===== src/rtl/mod_count_seq_pkg.sv =====
// Shared types and constants for the modulo-N run sequencer.
// State encoding is fixed so downstream debug logic can decode it directly.
package mod_count_seq_pkg;

  typedef enum logic [1:0] {
    IDLE = 2'd0,
    RUN  = 2'd1,
    DONE = 2'd2
  } state_e;

  localparam int MIN_MODULUS = 2;

endpackage


===== src/rtl/mod_n_counter.sv =====
// Synchronous modulo-N counter with a registered one-cycle wrap pulse.
// clr wins over en; all flops share clk, so there is no ripple clocking.
module mod_n_counter #(
  parameter int WIDTH = 4
) (
  input  logic             clk,
  input  logic             reset,
  input  logic             clr,
  input  logic             en,
  input  logic [WIDTH-1:0] n,
  output logic [WIDTH-1:0] count,
  output logic             wrap
);

  logic [WIDTH-1:0] count_q, count_d;
  logic             wrap_q, wrap_d;
  logic             at_top;

  assign at_top = (count_q == n - 1'b1);

  always_comb begin
    count_d = count_q;
    wrap_d  = 1'b0;
    if (clr) begin
      count_d = '0;
    end else if (en) begin
      if (at_top) begin
        count_d = '0;
        wrap_d  = 1'b1;
      end else begin
        count_d = count_q + 1'b1;
      end
    end
  end

  always_ff @(posedge clk) begin
    if (reset) begin
      count_q <= '0;
      wrap_q  <= 1'b0;
    end else begin
      count_q <= count_d;
      wrap_q  <= wrap_d;
    end
  end

  assign count = count_q;
  assign wrap  = wrap_q;

endmodule


===== src/rtl/mod_count_sequencer.sv =====
// Run controller for a modulo-N counter: latches N and a wrap budget R on start,
// steps the counter until the budget is spent or stop is seen; all outputs registered.
module mod_count_sequencer
  import mod_count_seq_pkg::*;
#(
  parameter int WIDTH = 4,
  parameter int RW    = 8
) (
  input  logic             clk,
  input  logic             reset,
  input  logic             start,
  input  logic [WIDTH-1:0] modulus,
  input  logic [RW-1:0]    wraps,
  input  logic             pause,
  input  logic             stop,
  output logic             busy,
  output logic [WIDTH-1:0] count,
  output logic             wrap,
  output logic             done,
  output logic             err
);

  state_e           state_q, state_d;
  logic [WIDTH-1:0] n_q, n_d;
  logic [RW-1:0]    r_q, r_d;
  logic [RW-1:0]    wcnt_q, wcnt_d;
  logic [RW-1:0]    wcnt_inc;
  logic             err_q, err_d;
  logic             cnt_clr, cnt_en;
  logic             at_top;

  assign at_top   = (count == n_q - 1'b1);
  assign wcnt_inc = wcnt_q + 1'b1;

  always_comb begin
    state_d = state_q;
    n_d     = n_q;
    r_d     = r_q;
    wcnt_d  = wcnt_q;
    err_d   = err_q;
    cnt_clr = 1'b0;
    cnt_en  = 1'b0;
    case (state_q)
      IDLE: begin
        cnt_clr = 1'b1;
        if (start) begin
          if (modulus >= WIDTH'(MIN_MODULUS)) begin
            n_d     = modulus;
            r_d     = wraps;
            wcnt_d  = '0;
            err_d   = 1'b0;
            state_d = RUN;
          end else begin
            err_d = 1'b1;
          end
        end
      end
      RUN: begin
        if (stop) begin
          cnt_clr = 1'b1;
          state_d = DONE;
        end else if (!pause) begin
          cnt_en = 1'b1;
          if (at_top) begin
            wcnt_d = wcnt_inc;
            // A zero budget means free-run; the wrap counter just rolls over.
            if ((r_q != '0) && (wcnt_inc == r_q)) begin
              state_d = DONE;
            end
          end
        end
      end
      DONE: begin
        cnt_clr = 1'b1;
        state_d = IDLE;
      end
      default: begin
        cnt_clr = 1'b1;
        state_d = IDLE;
      end
    endcase
  end

  always_ff @(posedge clk) begin
    if (reset) begin
      state_q <= IDLE;
      n_q     <= '0;
      r_q     <= '0;
      wcnt_q  <= '0;
      err_q   <= 1'b0;
    end else begin
      state_q <= state_d;
      n_q     <= n_d;
      r_q     <= r_d;
      wcnt_q  <= wcnt_d;
      err_q   <= err_d;
    end
  end

  mod_n_counter #(.WIDTH(WIDTH)) u_counter (
    .clk   (clk),
    .reset (reset),
    .clr   (cnt_clr),
    .en    (cnt_en),
    .n     (n_q),
    .count (count),
    .wrap  (wrap)
  );

  assign busy = (state_q == RUN);
  assign done = (state_q == DONE);
  assign err  = err_q;

endmodule


===== config.mk =====
export PLATFORM = sky130hd
export DESIGN_NAME = mod_count_sequencer
export DESIGN_NICKNAME = d
export VERILOG_FILES = /design/src/rtl/mod_count_seq_pkg.sv /design/src/rtl/mod_n_counter.sv /design/src/rtl/mod_count_sequencer.sv
export SDC_FILE = /design/constraint.sdc
export NUM_CORES = 1
export LEC_CHECK = 0
export CAP_MARGIN = 20
export CORE_ASPECT_RATIO = 0.5
export CORE_MARGIN = 2
export CORE_UTILIZATION = 50
export DETAILED_ROUTE_END_ITERATION = 12
export PLACE_DENSITY = 0.75
export SYNTH_ARGS = -nofsm -noshare
export SYNTH_HDL_FRONTEND = slang
export SYNTH_HIERARCHICAL = 1
export SYNTH_SLANG_ARGS = --single-unit

===== constraint.sdc =====
create_clock -name clk -period 2.25 [get_ports clk]
set_input_delay 0.675 -clock clk [delete_from_list [all_inputs] [get_ports clk]]
set_output_delay 0.675 -clock clk [all_outputs]
set_load 0.02 [all_outputs]

==> run_results.csv <==
group,metric,value,unit
outcome,outcome,"complete, no violations",
yosys,synth.top_cells.by_count,"dfxtp_1 (28), nand2_1 (23), xnor2_1 (13), xor2_1 (13), a21oi_1 (12)",
placement,io_buffers,24,
placement,hpwlAfterDp,2710,um
yosys,synth-edff-count,0,
yosys,synth.most_common_cell,"dfxtp_1",
drt,wirelength,3520,um
global_route,gr-usage-all-layers,0.211,
yosys,mappedNetlistArea,1590,sq um
yosys,synth_top_area_share,0.353,
global_route,grt_pass1_wl,6060,um
cells_and_area,area_growth,28.0,%
drt,ant_nets,0,
cells_and_area,drive_gt1_frac,0.144,
cts,htree_levels,1,
timing,worst_pin_slew,0.606,ns
cts,clockRootBuffer,"clkbuf_8",
floorplan,fp.dieW,83.7,um
critical_path,cp.arrival,1.46,ns
cts,cts_resized,0,
critical_path,reg2reg_depth,7,
drt,vias,1397,
timing,max_freq,0.469,GHz
yosys,netlist_top_cells_area,"dfxtp_1 (35%), xnor2_1 (7.2%), xor2_1 (7.2%), nand2_1 (5.4%), a21oi_1 (3.8%)",
floorplan,fp.dieH,43.9,um
yosys,async_flop_share,0,
job,maxCapViolations,0,
critical_path,critPathMaxFanout,4,
floorplan,row_count,14,
global_route,grtUsageMet3,0.0476,
global_route,antenna_found_initial,0,
global_route,overflow,0,
drt,drc,0,
cts,cts_tree,"built",
global_route,use_met2,0.376,
cts,numCtsBuffers,3,
hold_path,whs_path_depth,2,
critical_path,path_class,"flip-flop to output pin",
cts,clk_path_buf_depth,2,
floorplan,core_area,3010,sq um
cts,worstSkewPairLatency,0.28,ns
yosys,yosys_register_bits,28,
timing,max-slew-margin-rel,0.593,
global_route,grt_pass1_vias,1332,
yosys,synth_ff_type,"dfxtp_1",
critical_path,start_kind,"flip-flop",
timing,period_minus_slack,2.13,ns
pwr,p_total,1.13,mW
cells_and_area,final_nets,237,
yosys,synth_nets,198,
floorplan,start_util,0.527,
placement,dpl_cell_area,1960,sq um
yosys,synth_top_cell_by_area,"dfxtp_1",
timing,rsz0062_at_grt,"false",
cts,cts.reportedPaths.clkPinSlew,0.10,ns
timing,finalClockSkew,0.0112,ns
critical_path,crit_required,1.57,ns
yosys,avgSynthCellArea,8.98,sq um
drt,drt-pass1-iter-count,4,
timing,finalCritPeriodShare,0.949,
global_route,use_met1,0.260,
timing,hold_viol,0,
global_route,grt_max_degree,17,
cells_and_area,diodes,0,
cts,clock-sinks,28,
timing,hold_ws,0.491,ns
cells_and_area,fin_area,2030,sq um
floorplan,ios,25,
drt,drt_iter0_drc,62,
drt,vias_per_cell,5.48,
cts,cts_hold_buf,0,
placement,gp_congestion,0.806,
yosys,synthCells,177,
yosys,ys_types,45,
pwr,power_density,557,nW/um^2
pwr,ir_drop,0.417,mV
global_route,busiest_layer,"met2",
floorplan,dieArea,3670,sq um
cts,cts_setup_buffers,0,
timing,report.final.slew_viol_count,0,
yosys,yosysSeqAreaShare,0.353,
timing,finalSetupViolations,0,
critical_path,cp-end-kind,"output pin",
yosys,yosysWarnings,6,
hold_path,hold_path.class,"flip-flop to flip-flop",
pwr,p_leak,0.846,nW
drt,wire_per_inst,13.8,um
-- cell type report --
class                   instances  area, sq um
clock inverters                 1         30.0
fillers                       246          978
inverters                       5         18.8
well taps                      40         50.0
clock buffers                   3         41.3
multi-input cells             139          981
repair buffers                 39          353
flip-flops and latches         28          561
-- layer usage --
| metal | part of all wire | vias up | wire [um] |
|---|---|---|---|
| met5 | 0 | - | 0 |
| met4 | 0.016 | 0 | 55 |
| met3 | 0.028 | 7 | 97 |
| met2 | 0.46 | 19 | 1630 |
| met1 | 0.49 | 648 | 1730 |
| li1 | - | 723 | - |
-- final timing paths --
check,from,endpoint,slack (ns)
min,r_q[3],r_q[3],0.49
min reg2reg,r_q[3],r_q[3],0.49
max reg2reg,n_q[1],wcnt_q[2],0.32
max,state_q[0],busy,0.12
-- power by group --
part	internal (mW)	leakage [nW]	switching, mW
Sequential	0.513	0.228	0.0183
Combinational	0.101	0.583	0.0993
Clock	0.239	0.0357	0.162
-- cell usage in the layout (no fill, tap or decap), types with 2 or more instances in the layout --
cell type / count
a211o_1: 5
a211oi_1: 3
a21oi_1: 12
a22oi_1: 2
and3_1: 6
buf_4: 15
clkbuf_8: 3
clkdlybuf4s50_1: 24
dfxtp_1: 28
ha_1: 4
inv_1: 5
nand2_1: 23
nand3_1: 6
nand4_1: 4
nor2_1: 4
nor2b_1: 2
nor3_1: 9
nor3_2: 3
nor3b_2: 2
nor4_1: 5
xnor2_1: 13
xor2_1: 13
-- flip-flops by register name (all words and copies together) (netlist names) --
| register | flops |
|---|---|
| n_q | 4 |
| err | 1 |
| state_q | 2 |
| r_q | 8 |
| u_counter/wrap | 1 |
| wcnt_q | 8 |
| u_counter/count | 4 |
-- critical path, cell delays in order (launching register included) --
cell	delay, ns
dfxtp_1	0.39
nor2b_1	0.17
clkdlybuf4s50_1	0.62
-- stage by stage --
stage	cells	util	setup slack, ns	setup TNS [ns]
finish	255	0.675	0.116	0
global route	255	0.675	0.0662	0
CTS	255	0.675	0.112	0
detailed placement	251	0.652	-0.108	-0.645
global placement	251	0.652	-0.0722	-0.451
floorplan	177	-	0.333	0
-- logic make-up (layout without fill, tap and decap cells) --
| kind of cell | after synthesis | after routing | share of synthesized area |
|---|---|---|---|
| XOR/XNOR | 26 | 26 | 0.143 |
| flip-flops | 28 | 28 | 0.353 |
| buffers and inverters | 10 | 48 | 0.0299 |
| adder cells (fa/ha/maj) | 4 | 4 | 0.0315 |
| AO/OA/AOI/OAI | 33 | 33 | 0.146 |
| AND/OR/NAND/NOR | 74 | 74 | 0.283 |
| multiplexers | 2 | 2 | 0.0134 |
Note: power is estimated with default switching activity, not from simulation.
